File: src/rtl/nn_pkg.sv
`default_nettype none
// ============================================================================
// Module      : nn_pkg
// Description : Shared types and helpers for the layer MAC sequencer:
//               FSM state encoding, default datapath widths, network layer
//               sizes, weight-base helper and the shift/saturate helper.
// Options     : none (RELU_EN is consumed by nn_mac_unit)
// Revision    : 1.0 - initial release
// ============================================================================
package nn_pkg;

   localparam int NN_DATA_W = 16;
   localparam int NN_FRAC_W = 8;
   localparam int NN_ACC_W  = 40;
   localparam int NN_ADDR_W = 10;

   localparam int NN_N_IN = 4;
   localparam int NN_N_L0 = 8;
   localparam int NN_N_L1 = 8;
   localparam int NN_N_L2 = 2;

   typedef enum logic [2:0] {
      IDLE  = 3'd0,
      LOAD  = 3'd1,
      READ  = 3'd2,
      DRAIN = 3'd3,
      WRITE = 3'd4,
      FIN   = 3'd5
   } state_t;

   // First weight address of a layer; weights are stored layer after layer,
   // neuron-major, each neuron's fan-in contiguous.
   function automatic int weight_base(input int layer_idx, input int n_in,
                                      input int n_l0, input int n_l1);
      case (layer_idx)
         0:       return 0;
         1:       return n_in * n_l0;
         default: return n_in * n_l0 + n_l0 * n_l1;
      endcase
   endfunction

   // Arithmetic shift right by frac_w, then clamp to a signed data_w range.
   // Operates on a 64-bit container so any accumulator width up to 64 fits;
   // the caller truncates the (in-range) result to its data width.
   function automatic logic signed [63:0] shift_saturate(input logic signed [63:0] acc,
                                                         input int frac_w,
                                                         input int data_w);
      logic signed [63:0] sh;
      logic signed [63:0] max_v;
      logic signed [63:0] min_v;
      sh    = acc >>> frac_w;
      max_v = (64'sd1 <<< (data_w - 1)) - 64'sd1;
      min_v = -max_v - 64'sd1;
      if (sh > max_v)
         return max_v;
      else if (sh < min_v)
         return min_v;
      else
         return sh;
   endfunction

endpackage
`default_nettype wire

File: src/rtl/nn_mac_unit.sv
`default_nettype none
// ============================================================================
// Module      : nn_mac_unit
// Description : Signed multiply-accumulate with synchronous clear/enable,
//               followed by arithmetic shift and saturation of the result.
// Options     : RELU_EN - when defined, a negative saturated result is forced
//               to zero while relu is high.
// Ports       : clk    - clock
//               reset  - asynchronous active-low reset
//               clr    - clear accumulator (wins over en)
//               en     - accumulate w*a
//               relu   - apply ReLU to the result (only with RELU_EN)
//               w, a   - signed Q-format operands
//               result - shifted, saturated (optionally rectified) output
// Revision    : 1.0 - initial release
// ============================================================================
module nn_mac_unit
   import nn_pkg::*;
#(
   parameter int DATA_W = NN_DATA_W,
   parameter int FRAC_W = NN_FRAC_W,
   parameter int ACC_W  = NN_ACC_W
) (
   input  logic              clk,
   input  logic              reset,
   input  logic              clr,
   input  logic              en,
   input  logic              relu,
   input  logic [DATA_W-1:0] w,
   input  logic [DATA_W-1:0] a,
   output logic [DATA_W-1:0] result
);

   logic signed [2*DATA_W-1:0] prod;
   logic signed [ACC_W-1:0]    acc_d;
   logic signed [ACC_W-1:0]    acc_q;
   logic        [DATA_W-1:0]   sat;

   always_comb begin
      prod  = $signed(w) * $signed(a);
      acc_d = acc_q;
      if (clr)
         acc_d = '0;
      else if (en)
         acc_d = acc_q + {{(ACC_W-2*DATA_W){prod[2*DATA_W-1]}}, prod};
   end

   always_ff @(posedge clk or negedge reset) begin
      if (!reset)
         acc_q <= '0;
      else
         acc_q <= acc_d;
   end

   always_comb begin
      sat = DATA_W'(shift_saturate(64'(acc_q), FRAC_W, DATA_W));
   end

`ifdef RELU_EN
   always_comb begin
      result = (relu && sat[DATA_W-1]) ? '0 : sat;
   end
`else
   logic unused_relu;
   assign unused_relu = relu;
   always_comb begin
      result = sat;
   end
`endif

endmodule
`default_nettype wire

File: src/rtl/layer_mac_sequencer.sv
`default_nettype none
// ============================================================================
// Module      : layer_mac_sequencer
// Description : Responder of the layer start/done handshake. For the requested
//               layer it reads every weight/activation pair, accumulates per
//               neuron, then writes the scaled, saturated result into the
//               opposite activation bank, and pulses done when finished.
// Options     : RELU_EN - rectify outputs of layers 0 and 1 (see nn_mac_unit).
// Ports       : clk, reset (async active-low)
//               start/layer      - layer request, layer 3 = no-op
//               busy/done        - status and one-cycle completion pulse
//               w_addr/w_rdata   - weight RAM, data one cycle after address
//               a_addr/a_rdata   - activation RAM read, MSB = bank
//               rd_en            - read strobe for both RAMs
//               o_addr/o_wdata/o_we - activation write port, MSB = bank
// Revision    : 1.0 - initial release
// ============================================================================
module layer_mac_sequencer
   import nn_pkg::*;
#(
   parameter int DATA_W = NN_DATA_W,
   parameter int FRAC_W = NN_FRAC_W,
   parameter int ACC_W  = NN_ACC_W,
   parameter int ADDR_W = NN_ADDR_W,
   parameter int N_IN   = NN_N_IN,
   parameter int N_L0   = NN_N_L0,
   parameter int N_L1   = NN_N_L1,
   parameter int N_L2   = NN_N_L2
) (
   input  logic              clk,
   input  logic              reset,
   input  logic              start,
   input  logic [1:0]        layer,
   output logic              busy,
   output logic              done,
   output logic [ADDR_W-1:0] w_addr,
   input  logic [DATA_W-1:0] w_rdata,
   output logic [ADDR_W-1:0] a_addr,
   input  logic [DATA_W-1:0] a_rdata,
   output logic              rd_en,
   output logic [ADDR_W-1:0] o_addr,
   output logic [DATA_W-1:0] o_wdata,
   output logic              o_we
);

   localparam int W_BASE1 = weight_base(1, N_IN, N_L0, N_L1);
   localparam int W_BASE2 = weight_base(2, N_IN, N_L0, N_L1);
   localparam int CNT_W   = ADDR_W - 1;

   state_t            state_q, state_d;
   logic [1:0]        layer_q, layer_d;
   logic [CNT_W-1:0]  j_q, j_d;
   logic [CNT_W-1:0]  i_q, i_d;
   logic              acc_en_q, acc_en_d;

   logic [CNT_W-1:0]  fan_in;
   logic [CNT_W-1:0]  fan_out;
   logic [ADDR_W-1:0] w_base;
   logic              acc_clr;
   logic              relu_layer;
   logic [DATA_W-1:0] mac_result;

   // Per-layer geometry; layer 3 never reaches the datapath states.
   always_comb begin
      fan_in  = CNT_W'(N_IN);
      fan_out = CNT_W'(N_L0);
      w_base  = '0;
      case (layer_q)
         2'd1: begin
            fan_in  = CNT_W'(N_L0);
            fan_out = CNT_W'(N_L1);
            w_base  = ADDR_W'(W_BASE1);
         end
         2'd2: begin
            fan_in  = CNT_W'(N_L1);
            fan_out = CNT_W'(N_L2);
            w_base  = ADDR_W'(W_BASE2);
         end
         default: ;
      endcase
   end

   // State register
   always_ff @(posedge clk or negedge reset) begin
      if (!reset) begin
         state_q  <= IDLE;
         layer_q  <= '0;
         j_q      <= '0;
         i_q      <= '0;
         acc_en_q <= 1'b0;
      end else begin
         state_q  <= state_d;
         layer_q  <= layer_d;
         j_q      <= j_d;
         i_q      <= i_d;
         acc_en_q <= acc_en_d;
      end
   end

   // Next-state logic
   always_comb begin
      state_d  = state_q;
      layer_d  = layer_q;
      j_d      = j_q;
      i_d      = i_q;
      // RAM data lags the address by one cycle, so the read strobe delayed
      // by one cycle marks the cycles in which w_rdata/a_rdata are valid.
      acc_en_d = (state_q == READ);
      case (state_q)
         IDLE: begin
            if (start) begin
               layer_d = layer;
               state_d = (layer == 2'd3) ? FIN : LOAD;
            end
         end
         LOAD: begin
            j_d     = '0;
            i_d     = '0;
            state_d = READ;
         end
         READ: begin
            i_d = i_q + 1'b1;
            if (i_q == fan_in - 1'b1)
               state_d = DRAIN;
         end
         DRAIN: state_d = WRITE;
         WRITE: begin
            if (j_q == fan_out - 1'b1) begin
               state_d = FIN;
            end else begin
               j_d     = j_q + 1'b1;
               i_d     = '0;
               state_d = READ;
            end
         end
         FIN:     state_d = IDLE;
         default: state_d = IDLE;
      endcase
   end

   // Outputs; addresses and write data are held at zero outside their strobes.
   always_comb begin
      busy       = (state_q != IDLE);
      done       = (state_q == FIN);
      rd_en      = (state_q == READ);
      o_we       = (state_q == WRITE);
      acc_clr    = (state_q == LOAD) || (state_q == WRITE);
      relu_layer = ~layer_q[1];
      w_addr     = '0;
      a_addr     = '0;
      o_addr     = '0;
      o_wdata    = '0;
      if (rd_en) begin
         w_addr = w_base + ADDR_W'(j_q) * ADDR_W'(fan_in) + ADDR_W'(i_q);
         a_addr = {layer_q[0], i_q};
      end
      if (o_we) begin
         o_addr  = {~layer_q[0], j_q};
         o_wdata = mac_result;
      end
   end

   nn_mac_unit #(
      .DATA_W (DATA_W),
      .FRAC_W (FRAC_W),
      .ACC_W  (ACC_W)
   ) u_mac (
      .clk    (clk),
      .reset  (reset),
      .clr    (acc_clr),
      .en     (acc_en_q),
      .relu   (relu_layer),
      .w      (w_rdata),
      .a      (a_rdata),
      .result (mac_result)
   );

endmodule
`default_nettype wire
File: config.mk
export PLATFORM = sky130hd
export DESIGN_NAME = layer_mac_sequencer
export DESIGN_NICKNAME = d
export VERILOG_FILES = /design/src/rtl/nn_pkg.sv /design/src/rtl/nn_mac_unit.sv /design/src/rtl/layer_mac_sequencer.sv
export SDC_FILE = /design/constraint.sdc
export NUM_CORES = 1
export LEC_CHECK = 0
export CORE_ASPECT_RATIO = 1.2
export CORE_MARGIN = 2
export CORE_UTILIZATION = 59
export DETAILED_ROUTE_END_ITERATION = 16
export PLACE_DENSITY = 0.79
export SYNTH_ARGS = -nofsm -noshare
export SYNTH_HDL_FRONTEND = slang
export SYNTH_SLANG_ARGS = --single-unit
export TNS_END_PERCENT = 20
File: constraint.sdc
create_clock -name clk -period 5 [get_ports clk]
set_input_delay 1 -clock clk [delete_from_list [all_inputs] [get_ports clk]]
set_output_delay 1 -clock clk [all_outputs]
set_load 0.1 [all_outputs]
**Word-level counts from Yosys, hierarchy flattened**

Cells that the tools add are included.

- Register bits: 64
- Input port bits: 37
- Output and inout port bits: 50
- Word-level logic and storage cells: 62

- Add/sub/neg operators: 7
- Multipliers: 2
- Order comparisons: 2
- Eq/ne operators: 13
- Multiplexer cells: 20
- Bitwise operators: 1
- Reductions and logical operators: 11

Operators with widths:

| cell | count |
|---|---|
| 40-bit two-way mux | 2 |
| 16-bit two-way mux | 3 |
| 40-bit adder | 1 |
| 32-bit by 16-bit > comparator with 1-bit output (second input constant) | 1 |
| 32-bit by 16-bit < comparator with 1-bit output (second input constant) | 1 |
| 16-bit by 16-bit multiplier with 32-bit output | 1 |
| 10-bit two-way mux | 3 |
| 9-bit one-hot mux with 3 select lines | 1 |
| 9-bit by 1-bit adder with 9-bit output (second input constant) | 2 |
| 9-bit equality test | 2 |
| 9-bit two-way mux | 2 |
| 9-bit one-hot mux with 2 select lines | 1 |
| 9-bit by 1-bit subtractor with 9-bit output (second input constant) | 2 |
| 3-bit one-hot mux with 5 select lines | 1 |
| 7-bit one-hot mux with 2 select lines | 1 |
| 3-bit two-way mux | 4 |
| 10-bit adder | 1 |
| 10-bit by 9-bit adder with 10-bit output | 1 |
| 9-bit by 9-bit multiplier with 10-bit output | 1 |
| 4-bit two-way mux | 2 |
| 2-bit AND reduction | 4 |
| 3-bit by 2-bit equality test with 1-bit output (second input constant) | 2 |
| 3-bit equality test (second input constant) | 2 |
| 3-bit nonzero test | 2 |
| 10 further kinds | 13 |

**Depth between registers and ports, before layout**

- Word-level depth: 7
- Mapped depth: 36
- Gate-level depth less buffers: 34

**Cells and area by module**

From an unflattened synthesis, not the netlist that was laid out.

- Cell total of the unflattened synthesis: 1822
- Area, all modules: 16059.2 um^2

By module, submodules not included:

| module | times used | cells an instance | area each (um^2) | sequential area each (um^2) |
|---|---|---|---|---|
| nn_mac_unit | 1 | 1582 | 13910.8 | 1001.0 |
| layer_mac_sequencer | 1 | 240 | 2148.3 | 600.6 |

**Least setup slack after synthesis**

Ideal clock, no wire load.

- Kind: input -> register
- Start point: in w_rdata[15]
- End point: reg u_mac.acc_q[39]
- Setup time: 0.117 ns
- Arrival time: 8.595 ns
- Required time: 4.883 ns
- Slack: -3.712 ns
- Stages: 32
- Path buffers: 2
- Path through: clkbuf_1 -> nand2_1 -> inv_1 -> fa_1 -> inv_1 -> fa_1 -> inv_1 -> fa_1 -> fa_1 -> fa_1 -> inv_1 -> fa_1 -> inv_1 -> ha_1 -> a21o_1 -> a211o_4 -> nor4bb_4 -> o31ai_4 -> and4_1 -> nor3_2 -> ha_1 -> clkbuf_1 -> a21o_1 -> a21o_1 -> a21o_1 -> a21oi_1 -> o31ai_1 -> a21o_2 -> a31oi_1 -> xnor2_1 -> a21o_1 -> nand2_1

- Longest elaborated chain between the ends: 4

RTL lines:

| element | RTL line | RTL |
|---|---|---|
| start: declaration | layer_mac_sequencer.sv:37 | `input logic [DATA_W-1:0] w_rdata,` |
| 16-bit by 16-bit multiplier with 32-bit output | nn_mac_unit.sv:40 | `prod = $signed(w) * $signed(a);` |
| 40-bit adder | nn_mac_unit.sv:45 | `acc_d = acc_q + {{(ACC_W-2*DATA_W){prod[2*DATA_W-1]}}, prod};` |
| 40-bit two-way mux | nn_mac_unit.sv:44 | `else if (en)` |
| 40-bit two-way mux | nn_mac_unit.sv:42 | `if (clr)` |
| end signal: assignment | nn_mac_unit.sv:50 | `acc_q <= '0;` |
| end signal: assignment | nn_mac_unit.sv:52 | `acc_q <= acc_d;` |
| end: declaration | nn_mac_unit.sv:36 | `logic signed [ACC_W-1:0] acc_q;` |

Every way passes these cells. The select of a mux whose other input is x is not followed.
A chain may end at the register's enable or synchronous reset.

**Worst setup path after layout**

- Start point: in a_rdata[4]
- End point: reg u_mac.acc_q[39]

- Longest elaborated chain between the ends: 4

RTL lines:

| element | RTL line | RTL |
|---|---|---|
| start: declaration | layer_mac_sequencer.sv:39 | `input logic [DATA_W-1:0] a_rdata,` |
| 16-bit by 16-bit multiplier with 32-bit output | nn_mac_unit.sv:40 |  |
| 40-bit adder | nn_mac_unit.sv:45 |  |
| 40-bit two-way mux | nn_mac_unit.sv:44 |  |
| 40-bit two-way mux | nn_mac_unit.sv:42 |  |

Every way passes these cells. The select of a mux whose other input is x is not followed.

==> metrics.md <==
| Metric | Value |
|---|---|
| Largest family of logic cells by synthesized area | adder cells |
| N_diodes | 0 |
| CORE AREA | 26350 um^2 |
| Failing checks | setup timing |
| Worst R2R Path Depth | 14 |
| YS warnings | 0 |
| Final WS setup | -3501 ps |
| Die area | 28250 um^2 |
| # rows | 65 |
| Worst Skew | 9.686 ps |
| Final Core Density | 79.27% |
| Simple-Gate Fraction of Synth Area | 17.59% |
| Status | finished with violations |
| Slowest cell delay on critical path | 570 ps |
| Root cell of the clock tree | clkbuf_16 |
| Post-Place Worst Slack | -3987 ps |
| Final Hold Viols | 0 |
| Crit path top cell by count | fa_1 |
| Slew @ Worst Pin | 991.3 ps |
| Area fraction of the dominant cell type after synthesis | 34.17% |
| Die Wd | 153.8 um |
| Placed insts | 2443 |
| CTS Buffer Depth | 2 |
| TritonCTS Sinks | 64 |
| CP Max Fanout | 7 |
| Synthesized area | 15880 um^2 |
| Post-Synth Adder-Cell Area | 45.12% |
| Slowest cell on the critical path | fa_2 |
| Clk Latency, worst-skew pair | 340 ps |
| Aggregate global routing overflow | 0 |
| Syn avg cell area | 8.724 um^2 |
| Number of global-route vias before repair | 15792 |
| CTS tree | built |
| Inserted Clock Buffers | 9 |
| Maximum number of pins on one net before global-route repair | 34 |
| Hold depth | 2 |
| GPL Wtd Cong | 0.8820 |
| Fin. max-slew vios | 0 |
| Port buffer count | 86 |
| Final Critical Period | 8501 ps |
| Synth Area in Compound Gates | 10.13% |
| Crit path kind | in -> reg |
| Xor/xnor share of the synthesized area | 4.358% |
| First-pass GRT wire length | 76870 um |
| Mux share of post-synthesis cell area | 2.041% |
| WL per Instance | 19.07 um |
| Max_cap viols | 0 |
| Die Ht | 183.7 um |
| Vias | 14593 |
| Finished Layout Cells | 2535 |
| Area after DPL | 19220 um^2 |
| WP data required | 5220 ps |
| Initial DRC count | 1013 |
| Vias/cell | 5.757 |
| Crit path DAT | 8720 ps |
| DRC errors left | 0 |
| Initial core utilization | 60.26% |
| Period utilization | 170.0% |
| Routed Antenna Nets | 0 |
| Final wirelength | 48330 um |
| Commonest non-fill, non-tap cells in the layout | inv_1, buf_4, fa_1 |
| Post-synth ARST share | 100.0% |
| I/O Pins | 87 |
| Initial antenna violation count | 0 |
| Leading area contributor after synthesis | fa_1 |
| H-tree lvl count | 3 |
| #FFs+latches synth | 64 |
| EDFF count, synth | 0 |
| Final #Nets | 2642 |
| Total GRT Usage | 33.59% |
| Sequential area share after synthesis | 10.09% |
| 1st-pass router iterations | 8 |
| Layout cells sized above 1 | 30.50% |
| Synth Instances | 1820 |
| Dominant cells by area after synthesis | fa_1, ha_1, dfrtp_1, inv_1, and2_1 |
| RSZ-0062 raised after global routing | yes |
| Commonest non-fill, non-tap cell in the layout | inv_1 |
| Hold Path Class | reg -> reg |
| Layout area overhead | 31.56% |
| Non-Filler Cell Area, Final | 20890 um^2 |
| Crit start category | input port |
| FMAX | 0.1176 GHz |
| Endpoints failing setup | 33 |
| Post-synthesis cell type count | 75 |
| Crit end category | flip-flop |
| HPWL Detailed | 33430 um |
| Clock transition at path regs | 60 ps |
| Most used DFF post-synth | dfrtp_1 |
| Relative slew slack | 33.71% |
## per-stage QoR
step	setup TNS, ps	hold WS (ps)
after global placement	-107020	511.7
final	-88210	529.5
after global routing	-96260	558.1
after floorplan	-72270	484.9
after detailed placement	-110330	515.7
after CTS	-83360	535.1
## cells by family after synthesis
logic type                 after synthesis
and+or+nand+nor                        559
buffers and inverters                  436
adders and majority gates              410
AOI/OAI and AO/OA                      239
xor gates and xnor gates                79
DFF                                     64
muxes                                   32
other                                    1
## Yosys cell counts, types with 3 or more instances
cell type / number
a21o_2: 4
nand3b_1: 8
nor3_1: 12
a31oi_1: 10
o21ai_0: 43
xnor2_1: 51
a211oi_1: 7
ha_1: 139
nand4_1: 18
or2_2: 3
clkbuf_8: 3
and3_1: 24
clkbuf_1: 54
buf_4: 3
a21o_1: 32
or3_1: 10
o211ai_1: 3
and2_1: 128
xor2_1: 28
o21a_1: 10
nand3_1: 14
dfrtp_1: 64
nand2b_1: 17
o21ai_2: 3
o22ai_1: 3
mux2_2: 3
nor4_1: 6
nor2_1: 125
a21oi_1: 79
a31o_2: 3
nand2_1: 169
inv_1: 368
fa_1: 271
nor2b_1: 10
o21bai_1: 11
buf_2: 4
a21boi_0: 4
mux2i_1: 29
## final cells by class
type	instances	area (um^2)
inverters	368	1384
clock buffers	9	225.2
multi-input cells	1324	13550
fillers	1528	5461
well taps	335	419.2
repair buffers	428	3647
clock inverters	7	56.30
flip-flops and latches	64	1603
## worst paths after layout
check                                            from                     endpoint  slack (ps)
setup / recovery                           a_rdata[4]  u_mac.acc_q[39]$_DFFE_PN0P_       -3500
hold / removal             u_mac.acc_q[3]$_DFFE_PN0P_   u_mac.acc_q[3]$_DFFE_PN0P_         530
setup reg to reg           u_mac.acc_q[0]$_DFFE_PN0P_  u_mac.acc_q[38]$_DFFE_PN0P_        1770
hold reg to reg            u_mac.acc_q[3]$_DFFE_PN0P_   u_mac.acc_q[3]$_DFFE_PN0P_         530
max in group asynchronous                       reset           acc_en_q$_DFF_PN0_        3290
min in group asynchronous                       reset  u_mac.acc_q[35]$_DFFE_PN0P_         750
## worst max-delay path: cells and delay by family
kind | cells | cell delay [ps]
AOI/OAI and AO/OA | 10 | 1970
buffers and inverters | 7 | 570
xor gates and xnor gates | 2 | 350
adders and majority gates | 8 | 3690
and+or+nand+nor | 7 | 1080
## what timing repair did
action / CTS / global route
setup buffers: 57 / 14
cloned: 7 / 0
resized for setup: 253 / 150
setup endpoints to repair: 35 / 36
pin swaps: 156 / 145
hold buffers: 0 / 0
## state kept, by name (all words and copies together), names as in the netlist
| register | cells |
|---|---|
| acc_en_q | 1 |
| state_q | 3 |
| layer_q | 2 |
| j_q | 9 |
| i_q | 9 |
| u_mac.acc_q | 40 |
## routing by layer
layer	routed length, um	GRT usage [%]
met5	0	0
met4	3443	15.41
met3	2958	4.785
met2	24400	60.43
met1	17530	39.82
Power is left out: the tool's default activity adds up to more than one toggle a clock period on the data nets, which glitch-free logic cannot reach.
